### config.mk
export PLATFORM = sky130hd
export DESIGN_NAME = fir_coeff_seq_ctrl
export DESIGN_NICKNAME = d
export VERILOG_FILES = /design/src/rtl/fir_coeff_seq_ctrl.sv
export SDC_FILE = /design/constraint.sdc
export NUM_CORES = 1
export LEC_CHECK = 0
export CAP_MARGIN = 25
export CORE_MARGIN = 2
export CORE_UTILIZATION = 30
export CTS_CLUSTER_SIZE = 14
export DETAILED_ROUTE_END_ITERATION = 10
export PLACE_DENSITY = 0.71
export REMOVE_ABC_BUFFERS = 1
export SLEW_MARGIN = 5
export SYNTH_ARGS = -nofsm -noshare
export SYNTH_HDL_FRONTEND = slang
export SYNTH_SLANG_ARGS = --single-unit
### constraint.sdc
create_clock -name iClk_12M -period 1.5 [get_ports iClk_12M]
set_clock_uncertainty 0.05 [all_clocks]
set_input_delay 0.3 -clock iClk_12M [delete_from_list [all_inputs] [get_ports iClk_12M]]
set_output_delay 0.3 -clock iClk_12M [all_outputs]
set_load 0.005 [all_outputs]
### src/rtl/fir_coeff_seq_ctrl.sv
// fir_coeff_seq_ctrl: sequencing controller for a transposed-form FIR datapath.
// Loads a coefficient set into a single-port SRAM, then runs one TAPS-cycle
// read sweep per accepted sample. It drives the RAM strobes and the mul/acc/delay enables.
// Optional feature macro: FIR_COEFF_SYM_EN (symmetric coefficients, half-size load).
module fir_coeff_seq_ctrl #(
    parameter int unsigned DATA_W = 16,
    parameter int unsigned TAPS   = 10,
    parameter int unsigned ADDR_W = 6
) (
    input  logic                     iClk_12M,
    input  logic                     iRsn,
    input  logic                     iCoeffUpdateFlag,
    input  logic                     iCoeffValid,
    input  logic signed [DATA_W-1:0] iCoeffData,
    output logic                     oCoeffReady,
    input  logic                     iSampleValid,
    output logic                     oSampleReady,
    output logic                     oCsnRam,
    output logic                     oWrnRam,
    output logic        [ADDR_W-1:0] oAddrRam,
    output logic signed [DATA_W-1:0] oWrDtRam,
    output logic                     oEnMul,
    output logic        [ADDR_W-1:0] oTapIdx,
    output logic                     oEnAcc,
    output logic                     oEnDelay,
    output logic                     oOutValid,
    output logic                     oCoeffLoaded,
    output logic                     oErrOverrun
);

`ifdef FIR_COEFF_SYM_EN
    localparam int unsigned NLOAD = (TAPS + 1) / 2;
`else
    localparam int unsigned NLOAD = TAPS;
`endif

    localparam logic [ADDR_W-1:0] LAST_TAP = ADDR_W'(TAPS - 1);
    localparam logic [ADDR_W-1:0] LAST_WR  = ADDR_W'(NLOAD - 1);

    localparam logic [2:0] S_IDLE  = 3'd0;
    localparam logic [2:0] S_LOAD  = 3'd1;
    localparam logic [2:0] S_READY = 3'd2;
    localparam logic [2:0] S_SWEEP = 3'd3;
    localparam logic [2:0] S_DRAIN = 3'd4;

    // Reject tap counts the address counters cannot cover
    generate
        if ((TAPS < 2) || (TAPS > (1 << ADDR_W))) begin : g_bad_taps
            $error("fir_coeff_seq_ctrl: TAPS must be in 2..2**ADDR_W");
        end
    endgenerate

    logic [2:0]        state_q, state_d;
    logic [ADDR_W-1:0] wcnt_q, wcnt_d;
    logic [ADDR_W-1:0] rcnt_q, rcnt_d;
    logic              dcnt_q, dcnt_d;
    logic              en_mul_q;
    logic [ADDR_W-1:0] tap_idx_q;
    logic              en_acc_q;
    logic              out_valid_q;
    logic              loaded_q;
    logic              overrun_q;
    logic [ADDR_W-1:0] raddr_c;

    // Read address for the current sweep step (mirrored in symmetric mode)
`ifdef FIR_COEFF_SYM_EN
    logic [ADDR_W-1:0] mirror_c;
    always_comb begin
        mirror_c = LAST_TAP - rcnt_q;
        raddr_c  = (rcnt_q <= mirror_c) ? rcnt_q : mirror_c;
    end
`else
    always_comb begin
        raddr_c = rcnt_q;
    end
`endif

    // Next-state logic plus combinational RAM strobes and handshake readies
    always_comb begin
        state_d      = state_q;
        wcnt_d       = wcnt_q;
        rcnt_d       = rcnt_q;
        dcnt_d       = dcnt_q;
        oCoeffReady  = 1'b0;
        oSampleReady = 1'b0;
        oCsnRam      = 1'b1;
        oWrnRam      = 1'b1;
        oAddrRam     = '0;
        oWrDtRam     = '0;
        case (state_q)
            S_IDLE: begin
                if (iCoeffUpdateFlag) begin
                    state_d = S_LOAD;
                    wcnt_d  = '0;
                end
            end
            S_LOAD: begin
                oCoeffReady = 1'b1;
                if (iCoeffValid) begin
                    oCsnRam  = 1'b0;
                    oWrnRam  = 1'b0;
                    oAddrRam = wcnt_q;
                    oWrDtRam = iCoeffData;
                    if (wcnt_q == LAST_WR) begin
                        state_d = S_READY;
                        wcnt_d  = '0;
                    end else begin
                        wcnt_d = wcnt_q + ADDR_W'(1);
                    end
                end
            end
            S_READY: begin
                oSampleReady = !iCoeffUpdateFlag;
                if (iCoeffUpdateFlag) begin
                    state_d = S_LOAD;
                    wcnt_d  = '0;
                end else if (iSampleValid) begin
                    state_d = S_SWEEP;
                    rcnt_d  = '0;
                end
            end
            S_SWEEP: begin
                oCsnRam  = 1'b0;
                oAddrRam = raddr_c;
                if (rcnt_q == LAST_TAP) begin
                    state_d = S_DRAIN;
                    rcnt_d  = '0;
                    dcnt_d  = 1'b0;
                end else begin
                    rcnt_d = rcnt_q + ADDR_W'(1);
                end
            end
            S_DRAIN: begin
                if (dcnt_q) begin
                    state_d = S_READY;
                    dcnt_d  = 1'b0;
                end else begin
                    dcnt_d = 1'b1;
                end
            end
            default: begin
                state_d = S_IDLE;
            end
        endcase
    end

    // State, counters, pipelined enables and status flags
    always_ff @(posedge iClk_12M) begin
        if (!iRsn) begin
            state_q     <= S_IDLE;
            wcnt_q      <= '0;
            rcnt_q      <= '0;
            dcnt_q      <= 1'b0;
            en_mul_q    <= 1'b0;
            tap_idx_q   <= '0;
            en_acc_q    <= 1'b0;
            out_valid_q <= 1'b0;
            loaded_q    <= 1'b0;
            overrun_q   <= 1'b0;
        end else begin
            state_q     <= state_d;
            wcnt_q      <= wcnt_d;
            rcnt_q      <= rcnt_d;
            dcnt_q      <= dcnt_d;
            en_mul_q    <= (state_q == S_SWEEP);
            tap_idx_q   <= (state_q == S_SWEEP) ? rcnt_q : '0;
            en_acc_q    <= en_mul_q;
            out_valid_q <= (state_q == S_DRAIN) && dcnt_q;
            loaded_q    <= (state_d == S_READY) || (state_d == S_SWEEP) ||
                           (state_d == S_DRAIN);
            if ((state_q != S_LOAD) && (state_d == S_LOAD)) begin
                overrun_q <= 1'b0;
            end else if (((state_q == S_SWEEP) || (state_q == S_DRAIN)) && iSampleValid) begin
                overrun_q <= 1'b1;
            end
        end
    end

    assign oEnMul       = en_mul_q;
    assign oTapIdx      = tap_idx_q;
    assign oEnAcc       = en_acc_q;
    assign oEnDelay     = out_valid_q;
    assign oOutValid    = out_valid_q;
    assign oCoeffLoaded = loaded_q;
    assign oErrOverrun  = overrun_q;

endmodule

# == Word-level counts from Yosys, hierarchy flattened ==
# Cells that the tools add are included.
# classes
reduce_logical,17
magnitude_cmp,0
n_shift,0
n_mux,28
n_addsub,2
bitwise_logic,1
div_mod_pow,0
n_eq_ne,16
multipliers,0
# ops
op,count
$mux W6,7
$pmux W6 S2,3
$mux W16,2
$mux W3,7
$pmux W3 S5,1
$add A6 B1 Y6 const B,2
$eq A3 B2 Y1 const B,4
$eq A6 B4 Y1 const B,2
$ne A2 B2 Y1 const B,4
$eq A3 B1 Y1 const B,2
$eq A3 B3 Y1 const B,2
$mux W1,6
$reduce_and A3 Y1,2
$reduce_bool A2 Y1,3
$pmux W1 S2,2
$reduce_and A2 Y1,2
$reduce_or A2 Y1,2
$logic_and A1 B1 Y1,3
$logic_not A3 Y1,1
$logic_or A1 B1 Y1,3
$ne A3 B1 Y1 const B,1
$ne A2 B1 Y1 const B,1
$logic_not A1 Y1,1
$not A1 Y1,1
# word_totals
reg_bits,27
ramBits,0
wordCells,74
output_inout_bits,38
rom_bits,0
latch_bits,0
mem_count,0

# == Longest topological paths before layout ==
# Gate-level depths: netlist of run 1.
# depth
depth_word,7
mapped_depth,6

# == Worst setup path after synthesis of run 1 ==
# Ideal clock, no wire load.
# synth_timing
path_type,register -> output
start,register state_q[2]
end,output oAddrRam[1]
path_stages_with_launch,7
required_ns,1.150
n_path_buf,3
slack_ns,-0.027
t_arrival_ns,1.177
path_cell_list,dfxtp_1 -> buf_2 -> and3b_1 -> buf_2 -> clkbuf_1 -> nand2_1 -> o21ai_0
# synth_between
elab_chain_len,2
elab_cells_between_ends,3
cone_classes,2 x eq/ne; 1 x mux
# synth_rtl
element,line_no,text
from (decl),53,"logic [2:0] state_q, state_d;"
from (signal assigned),161,state_q <= state_d;
$eq A3 B2 Y1 or $eq A3 B1 Y1 (tied branches),90,case (state_q)
$pmux W6 S2 (*),90,
to (decl),20,"output logic [ADDR_W-1:0] oAddrRam,"
# Every way passes the cells marked *; elsewhere a longest branch is shown, timed or not.

# == Worst setup path after layout of run 1 ==
# layout_timing
start,register state_q[2]
end,register wcnt_q[5]
# layout_between
elab_chain_len,4
elab_cells_between_ends,9
cone_classes,4 x eq/ne; 1 x mux; 4 x reduce/logical
# layout_rtl
element,line_no,text
$eq A3 B2 Y1 or $logic_not A3 Y1 (tied branches),90,
$reduce_or A2 Y1 (no line),-,
$ne A2 B1 Y1 (no line) or $reduce_bool A2 Y1 (tied branches),-,
$reduce_and A3 Y1 (no line),-,
to (signal assigned),162,wcnt_q <= wcnt_d;
to (decl),54,"logic [ADDR_W-1:0] wcnt_q, wcnt_d;"
# Several ways; a longest one is shown, not always the timed one.
# A chain may end at the register's enable or synchronous reset.

==> results of run 1 <==
==> kinds of logic (layout without fill, tap and decap cells) <==
logic type                 count (synthesis)  count (layout)
DFF                                       27              27
and+or+nand+nor                           71              71
xor gates and xnor gates                   7               7
adders and majority gates                  4               4
buffers and inverters                     16             121
AOI/OAI and AO/OA                         36              36
==> synthesized netlist by cell type (2+ instances only) <==
cell type  number  area share [%]
a211oi_1        2             1.1
a21oi_1         7             2.5
a22o_1          5             3.2
a31oi_1         3             1.4
and2_1         20             9.1
and3_1          8             3.6
buf_2           3             1.1
buf_4           2             1.1
clkbuf_1        4             1.1
dfxtp_1        27              39
ha_1            4             3.6
inv_1           7             1.9
nand2_1         8             2.2
nand2b_1        2            0.91
nand3_1         2            0.73
nor2_1         15             4.1
nor2b_1         2            0.91
nor3_1          3             1.1
nor4b_1         2             1.3
o211ai_1        3             1.6
o21ai_0         7             2.5
o21ai_1         2            0.73
or3_1           2            0.91
xor2_1          6             3.8
==> layer usage <==
metal,part of all wire (%),wire length [um],global-route usage (%)
met1,43,2226,22.48
met2,51,2651,31.69
met3,3.7,193,3.235
met4,2.3,120,5.031
met5,0,0,0
==> worst max-delay path by stage <==
stage / slack (ns) / to / startpoint / depth (start not counted)
detailed placement: -0.74 / oWrDtRam[3] / iCoeffValid / 5
global route: -0.39 / wcnt_q[5] / state_q[2] / 8
CTS: -0.41 / oAddrRam[5] / state_q[1] / 6
floorplan: -0.42 / wcnt_q[5] / state_q[0] / 4
global placement: -0.70 / oAddrRam[0] / iCoeffValid / 5
finish: -0.36 / wcnt_q[5] / state_q[2] / 8
==> power by group <==
part	total, mW	switching [mW]	internal, mW
Combinational	0.352	0.141	0.211
Clock	0.435	0.246	0.189
Sequential	0.731	0.00657	0.724
Total	1.52	0.394	1.12
==> layout by cell type (no fill, tap or decap), drive strengths merged, types with 4 or more instances in the layout <==
master         instances
clkdlybuf4s50         29
and3                   8
a21oi                  7
and2                  20
ha                     4
inv                    7
o21ai                  9
dfxtp                 27
nor2                  16
buf                   78
xor2                   6
a22o                   5
nand2                  8
==> per-stage QoR <==
step                      hold WS [ns]  total power [mW]  TNS (ns)  instance area (um2)
after floorplan                 0.3661            0.8227    -6.763                 1333
after global placement          0.3828            0.9831    -20.48                 2253
after detailed placement        0.3828            0.9865    -21.74                 2253
after CTS                       0.4062             1.501    -8.955                 2522
after global routing            0.4272             1.588    -11.19                 2735
final                           0.3960             1.518    -9.181                 2735
==> sequential cells by signal, indices dropped and copies added, names as in the netlist <==
| register | count |
|---|---|
| oCoeffLoaded | 1 |
| wcnt_q | 6 |
| oEnAcc | 1 |
| state_q | 3 |
| oEnDelay | 1 |
| oEnMul | 1 |
| oErrOverrun | 1 |
| oTapIdx | 6 |
| dcnt_q | 1 |
| raddr_c | 6 |
==> critical path: cells and delay by family, from the launching register on <==
family / cells / cell delay (ns)
flip-flops: 1 / 0.33
AO/OA/AOI/OAI: 3 / 0.47
AND/OR/NAND/NOR: 1 / 0.41
buffers and inverters: 4 / 0.50
==> what timing repair did <==
item | in CTS | in global routing
setup buffers | 10 | 10
resized for setup | 151 | 54
setup endpoints to repair | 35 | 48
pin swaps | 26 | 17
gates cloned | 3 | 0
hold endpoints to repair | 0 | 0
==> area by class of cell <==
type                            count  area [um2]
Fill cell                         351        1649
Timing Repair Buffer              110        1095
Multi-Input combinational cell    118       952.2
Sequential cell                    27       548.0
Tap cell                           52       65.06
Clock buffer                        3       41.29
Inverter                            7       26.28
Clock inverter                      1       7.507
==> run metrics, run 1 <==
run status=complete, but fails checks; violated checks=setup timing; adder-cell share of the synthesized area=3.633%; simple-gate portion of the synthesized area=29.79%; WL/cell=16.33 um; crit path launch type=flip-flop; slowest stage delay, CP=0.41 ns; Synth Warn #=0; CTS tree=built; Post-Synthesis Cells=161; IO Pins=59; Compound-Gate Fraction of Synth Area=17.71%; VDD IR max=504.9 uV; share of cells above drive strength 1=50.38%; R2R depth=8; antenna violations before repair=0; Routed WL=5192 um; Critical R2R Launch=state_q[2]; Die Ht=71.77 um; fin cells=318; Critical Setup Path Class=flip-flop to flip-flop; xor-xnor portion of the synthesized cell area=4.450%; endpoints failing hold=0; Tightest Pin Transition=0.3145 ns; Final GP Congestion=0.8726; cts bufs inserted=3; dpl ws=-0.7359 ns; DR vias=1,595; PwrDens=555.0 nW/um2; Std-Cell Rows=24; Post-synth top flop=dfxtp_1; Netlist cell types=39; diode count=0; Syn Area/Cell=8.556 um2; Critical Path Slowest Stage Cell=and4bb_4; Worst-Skew Late Latency=0.28 ns; fin crit period=1.863 ns; P_leak=1.202 nW; critical-path maximum fanout=5; final net count=292; Post-synth ARST share=0%; Critical Path AT=1.99 ns; kind of end point of the critical path=flip-flop; Hold Path Sink=oErrOverrun; Cell Chain, Critical Path=and4bb_4 > buf_12 > buf_16 > buf_8 > o2111ai_4 > buf_6 > o21ai_0 > a21oi_2; sequential fraction of the synthesis area=39.24%; Area Growth Syn to Fin=98.55%; fin util=62.39%; Hold Crit Depth=2; fmax=0.5367 GHz; vias per inst=5.016; Post-synth EDFFs=0; setup violators final=39; multiplexer area fraction after synthesis=0%; Initial Utilization=31.42%; synthesized area=1378 um2; Total GRT Usage=18.00%; CTS Root Cell=clkbuf_8; MaxCap Viol Count=0; max-slew violations=0; Port-buffer cells=58; first-pass GRT wire length=7314 um; 1st-iter DRT viols=104; combinational family with the most area after synthesis=simple AND/OR/NAND/NOR gates; drt first pass iters=5; antenna viol nets, final=0; CTS sink cnt=27; FF-to-FF setup slack=-0.36 ns; chip width=71.77 um; DIE AREA=5150 um2; Critical Path RT=1.62 ns; dpl hpwl=2862 um; Inst Count DP=297; DRC Markers=0; Tcrit/Tclk final=124.2%; Worst Slack Setup Final=-0.3634 ns; Slew HR=78.74%; Yosys reg bits=27; CTS Hold Bufs=0; largest net degree at the start of global routing=17; Worst Hold Class=flip-flop to flip-flop; CTS H-tree depth=1; clock buffer depth=2; Congestion Overflow GR=0; Core Box Area=4384 um2; clock-pin slew on the worst setup and hold paths=0.10 ns; vias in the first global route=1,486; Reg2Reg Capture Point=wcnt_q[5]; RSZ-0062 raised after global routing=true; hold wc startpoint=oErrOverrun
No activity file was read; power rests on OpenSTA's default activity.
==> run 2: changes to the inputs <==
--- a/config.mk
+++ b/config.mk
@@ -10,7 +10,7 @@
 export CORE_UTILIZATION = 30
 export CTS_CLUSTER_SIZE = 14
 export DETAILED_ROUTE_END_ITERATION = 10
-export PLACE_DENSITY = 0.71
+export PLACE_DENSITY = 0.63
 export REMOVE_ABC_BUFFERS = 1
 export SLEW_MARGIN = 5
 export SYNTH_ARGS = -nofsm -noshare
==> constraint.sdc (replaced) <==
create_clock -name iClk_12M -period 2.2 [get_ports iClk_12M]
set_clock_uncertainty 0.05 [all_clocks]
set_input_delay 0.44 -clock iClk_12M [delete_from_list [all_inputs] [get_ports iClk_12M]]
set_output_delay 0.44 -clock iClk_12M [all_outputs]
set_load 0.005 [all_outputs]
==> run metrics, run 2 (synthesis results as in run 1) <==
MaxCap Viol Count=0 (unchanged); P_leak=1.191 nW (-0.84%); cts bufs inserted=3 (unchanged); critical-path maximum fanout=8 (+3); Final GP Congestion=0.7988 (-8.5%); Slew HR=58.80% (-20 points); Routed WL=3710 um (-29%); Worst Hold Class=flip-flop to flip-flop; Worst-Skew Late Latency=0.27 ns (about the same); run status=finished clean; 1st-iter DRT viols=76 (-27%); PwrDens=416.3 nW/um2 (-25%); diode count=0 (unchanged); Critical Setup Path Class=flip-flop to primary output; clock-pin slew on the worst setup and hold paths=0.09 ns (about the same); Critical Path RT=1.71 ns (+0.09 ns); max-slew violations=0 (unchanged); CTS tree=built; Setup TNS Final=0 ns (+9.181 ns); Port-buffer cells=58 (unchanged); Total Power=943.4 uW (-38%); Critical path origin=state_q[2]; kind of end point of the critical path=primary output; DR vias=1,353 (-15%); Inst Count DP=278 (-6.4%); vias in the first global route=1,268 (-15%); vias per inst=4.666 (-7.0%); antenna violations before repair=0 (unchanged); chip width=71.77 um (unchanged); Total GRT Usage=14.73% (-3.3 points); clock buffer depth=2 (unchanged); first-pass GRT wire length=6009 um (-18%); Critical R2R Launch=state_q[1]; dpl hpwl=2800 um (-2.2%); hold wc startpoint=oErrOverrun; CTS sink cnt=27 (unchanged); CTS H-tree depth=1 (unchanged); post-route cell area=2266 um2 (-17%); dpl ws=-0.3045 ns (+0.4314 ns); CTS Hold Bufs=0 (unchanged); final net count=264 (-9.6%); CTS Root Cell=clkbuf_8; crit path launch type=flip-flop; Core Box Area=4384 um2 (unchanged); Die Ht=71.77 um (unchanged); drt first pass iters=4 (-1); largest net degree at the start of global routing=17 (unchanged); Tightest Pin Transition=0.6094 ns (+0.2950 ns); RSZ-0062 raised after global routing=true; antenna viol nets, final=0 (unchanged); fin cells=290 (-8.8%); setup violators final=0 (-100%); fmax=0.4594 GHz; most frequent cells in the layout=clkdlybuf4s50_1, dfxtp_1, and2_1, buf_4, dlymetal6s2s_1; Area Growth Syn to Fin=64.49%; Std-Cell Rows=24 (unchanged); most common cell after layout, fill and taps aside=clkdlybuf4s50_1; Post-DP Area=2098 um2 (-6.9%); Initial Utilization=31.42% (unchanged); fin crit period=2.177 ns; Worst Slack Setup Final=0.02336 ns (+0.3868 ns); DIE AREA=5150 um2 (unchanged); VDD IR max=358.7 uV (-29%); DRC Markers=0 (unchanged); Tcrit/Tclk final=98.94%; IO Pins=59 (unchanged); endpoints failing hold=0 (unchanged); Critical Path AT=1.69 ns (-0.30 ns); WL/cell=12.79 um (-22%); share of cells above drive strength 1=16.39% (-34 points); Congestion Overflow GR=0 (unchanged)
-- run 2: path summary, 6_finish.rpt --
check	slack [ns]	cells after the start	end
worst min-delay path	0.40	2	oErrOverrun
worst max register to register	0.25	8	wcnt_q[0]
worst min register to register	0.40	2	oErrOverrun
worst max-delay path	0.02	4	oSampleReady
-- run 2: cell type report --
cell class / count / area [um2]
Multi-Input combinational cell: 118 / 774.5
Inverter: 7 / 26.28
Fill cell: 408 / 2118
Clock inverter: 1 / 7.507
Tap cell: 52 / 65.06
Sequential cell: 27 / 549.3
Clock buffer: 3 / 41.29
Timing Repair Buffer: 82 / 802.0
-- run 2: stage by stage --
stage                     util [%]  hold WS (ns)
final                        51.68        0.3991
after global routing         51.68        0.4430
after CTS                    49.89        0.4084
after detailed placement     47.86        0.3881
after global placement       47.86        0.3845
after floorplan                  -        0.3918
-- run 2: metal layers --
layer,up-vias,track usage [%],wire length [um]
met3,4,3.094,126
met4,0,3.774,31
li1,707,-,-
met5,-,0,0
met2,23,23.35,1727
met1,619,20.43,1823
-- run 2: worst max-delay path: stages, from the launching register on --
cell and delay (ns):
dfxtp_4 0.38, buf_4 0.14, nor2b_4 0.15, nor3b_2 0.22, clkdlybuf4s50_1 0.53
-- run 2: what timing repair did --
item / 4_1_cts / 5_1_grt
gates resized for setup: 21 / 22
endpoints found under the setup margin: 25 / 20
cloned: 2 / 0
buffers inserted: 2 / 4
-- run 2: where the power goes --
group | switching (mW) | total (mW) | internal, mW
logic | 0.0617 | 0.158 | 0.0960
clock network | 0.158 | 0.286 | 0.129
registers | 0.00796 | 0.499 | 0.491
==> run 3: changes to the inputs <==
--- a/config.mk
+++ b/config.mk
@@ -10,6 +10,8 @@
 export CORE_UTILIZATION = 30
 export CTS_CLUSTER_SIZE = 14
 export DETAILED_ROUTE_END_ITERATION = 10
+export HOLD_SLACK_MARGIN = 0.12
+export MAX_ROUTING_LAYER = met4
 export PLACE_DENSITY = 0.63
 export REMOVE_ABC_BUFFERS = 1
 export SLEW_MARGIN = 5
==> constraint.sdc (replaced) <==
create_clock -name iClk_12M -period 2.2 [get_ports iClk_12M]
set_clock_uncertainty 0.05 [all_clocks]
set_input_delay 0.44 -clock iClk_12M [delete_from_list [all_inputs] [get_ports iClk_12M]]
set_output_delay 0.44 -clock iClk_12M [all_outputs]
set_load 0.1 [all_outputs]
==> run metrics, run 3 (synthesis results as in run 1) <==
antenna viol nets, final=0 (unchanged); Area Growth Syn to Fin=73.75%; postcts setup bufs=0 (-2); cts bufs inserted=3 (unchanged); RSZ-0062 raised after global routing=true; DIE AREA=5150 um2 (unchanged); endpoints failing hold=0 (unchanged); CTS sink cnt=27 (unchanged); critical-path maximum fanout=13 (+5); Total GRT Usage=15.54% (+0.81 points); Die Ht=71.77 um (unchanged); Congestion Overflow GR=0 (unchanged); CTS Hold Bufs=0 (unchanged); IO Pins=59 (unchanged); Critical Path RT=1.71 ns (about the same); Cell Chain, Critical Path=buf_4 > and4bb_4 > buf_6 > and2_1 > buf_12; kind of end point of the critical path=primary output; Critical R2R Launch=state_q[1]; DRC Markers=0 (unchanged); fin crit period=2.128 ns (-0.04843 ns); Reg2Reg Capture Point=wcnt_q[5]; 1st-iter DRT viols=128 (+68%); P_leak=0.9902 nW (-17%); final net count=255 (-3.4%); first-pass GRT wire length=6244 um (+3.9%); # fillers=394 (-3.4%); Worst Hold Class=flip-flop to flip-flop; clock buffer depth=2 (unchanged); clock-pin slew on the worst setup and hold paths=0.10 ns (about the same); Final GP Congestion=0.8142 (+1.9%); setup violators final=0 (unchanged); most frequent cells in the layout=dfxtp_1, buf_12, buf_4; Routed WL=3617 um (-2.5%); MaxCap Viol Count=0 (unchanged); vias in the first global route=1,232 (-2.8%); max-slew violations=0 (unchanged); Critical Path Slowest Stage Cell=and4bb_4; Core Box Area=4384 um2 (unchanged); WL/cell=12.87 um (+0.62%); chip width=71.77 um (unchanged); Worst-Skew Late Latency=0.28 ns (about the same); antenna violations before repair=0 (unchanged); hold wc startpoint=oErrOverrun; dpl hpwl=2743 um (-2.0%); slowest stage delay, CP=0.37 ns (-0.16 ns); CTS H-tree depth=1 (unchanged); Hold Path Sink=oErrOverrun; Hold Crit Depth=2 (unchanged); fmax=0.4699 GHz (+2.3%); Tightest Pin Transition=0.4827 ns (-0.1268 ns); run status=finished clean; CTS tree=built; R2R depth=6 (-2); crit path launch type=flip-flop; Std-Cell Rows=24 (unchanged); post-route cell area=2394 um2 (+5.6%); Setup TNS Final=0 ns (unchanged); CTS Root Cell=clkbuf_8; largest net degree at the start of global routing=19 (+2); Port-buffer cells=58 (unchanged); share of cells above drive strength 1=29.26% (+13 points); vias per inst=4.754 (+1.9%); diode count=0 (unchanged); FF-to-FF setup slack=0.40 ns (+0.15 ns); PwrDens=459.9 nW/um2 (+10%); drt first pass iters=4 (unchanged); Critical Path AT=1.64 ns (-0.05 ns); VDD IR max=300.9 uV (-16%); Post-DP Area=2313 um2 (+10%); DR vias=1,336 (-1.3%); Slew HR=67.37% (+8.6 points); Critical Setup Path Class=flip-flop to primary output; Tcrit/Tclk final=96.74% (-2.2 points); Initial Utilization=31.42% (unchanged)
==> run 3: cell count changes in the layout (fill, tap and decap cells not counted), moves of 3 or more <==
cell | previous run | this run
clkdlybuf4s50_1 | 34 | 19
buf_12 | 0 | 26
dlygate4sd2_1 | 5 | 1
buf_4 | 20 | 24
and2_4 | 0 | 3
dlymetal6s2s_1 | 17 | 0
and2_1 | 20 | 17
==> run 3: routing by layer <==
| metal | routed length (um) | GRT usage [%] | vias to the layer above |
|---|---|---|---|
| li1 | - | - | 692 |
| met1 | 1798 | 23.07 | 618 |
| met2 | 1683 | 22.43 | 24 |
| met3 | 126 | 3.094 | 2 |
| met4 | 8 | 1.887 | 0 |
| met5 | 0 | - | - |
==> run 3: stage by stage <==
| step | cells | hold WS, ns | power [mW] | worst slack (ns) | util, % |
|---|---|---|---|---|---|
| 5_1_grt | 281 | 0.4290 | 1.141 | -0.008292 | 54.59 |
| 2_1_floorplan | 152 | 0.4209 | 0.6700 | -2.263 | - |
| 6_report | 281 | 0.4110 | 1.101 | 0.07179 | 54.59 |
| 3_3_place_gp | 276 | 0.3910 | 0.8106 | -0.03105 | 52.77 |
| 4_1_cts | 281 | 0.4170 | 1.103 | 0.02943 | 54.25 |
| 3_5_place_dp | 276 | 0.3987 | 0.8120 | -0.03964 | 52.77 |
==> run 3: power breakdown <==
part           internal, mW  leakage (nW)  switching (mW)
logic                 0.129         0.750           0.180
registers             0.494         0.218         0.00578
clock network         0.129        0.0217           0.164
total                 0.751         0.990           0.350
==> run 3: timing repair <==
item | 4_1_cts | 5_1_grt
endpoints found under the setup margin | 23 | 15
pin swaps | 1 | 1
gates resized for setup | 7 | 6
gates cloned | 1 | 0
==> run 3: how the worst max path moves through the flow <==
| stage | start | end | slack (ns) | cells after the start |
|---|---|---|---|---|
| 6_report | state_q[1] | oWrDtRam[13] | 0.07 | 5 |
| 4_1_cts | state_q[0] | oWrDtRam[11] | 0.03 | 5 |
| 3_5_place_dp | iCoeffValid | oWrDtRam[5] | -0.04 | 5 |
| 5_1_grt | state_q[1] | oAddrRam[1] | -0.008 | 6 |
| 2_1_floorplan | state_q[0] | oAddrRam[1] | -2.26 | 3 |
| 3_3_place_gp | iCoeffValid | oAddrRam[2] | -0.03 | 5 |
==> run 3: final cells by class <==
type | instances | area [um2] | area share [%]
Timing Repair Buffer | 73 | 933.4 | 39.00
Multi-Input combinational cell | 118 | 778.2 | 32.51
Sequential cell | 27 | 541.8 | 22.63
Tap cell | 52 | 65.06 | 2.718
Clock buffer | 3 | 41.29 | 1.725
Inverter | 7 | 26.28 | 1.098
Clock inverter | 1 | 7.507 | 0.3136
==> run 3: critical path, delay by kind of cell (launching register included) <==
kind	cells	cell delay (ns)
buffers and inverters	3	0.49
AND/OR/NAND/NOR	2	0.55
flip-flops	1	0.32
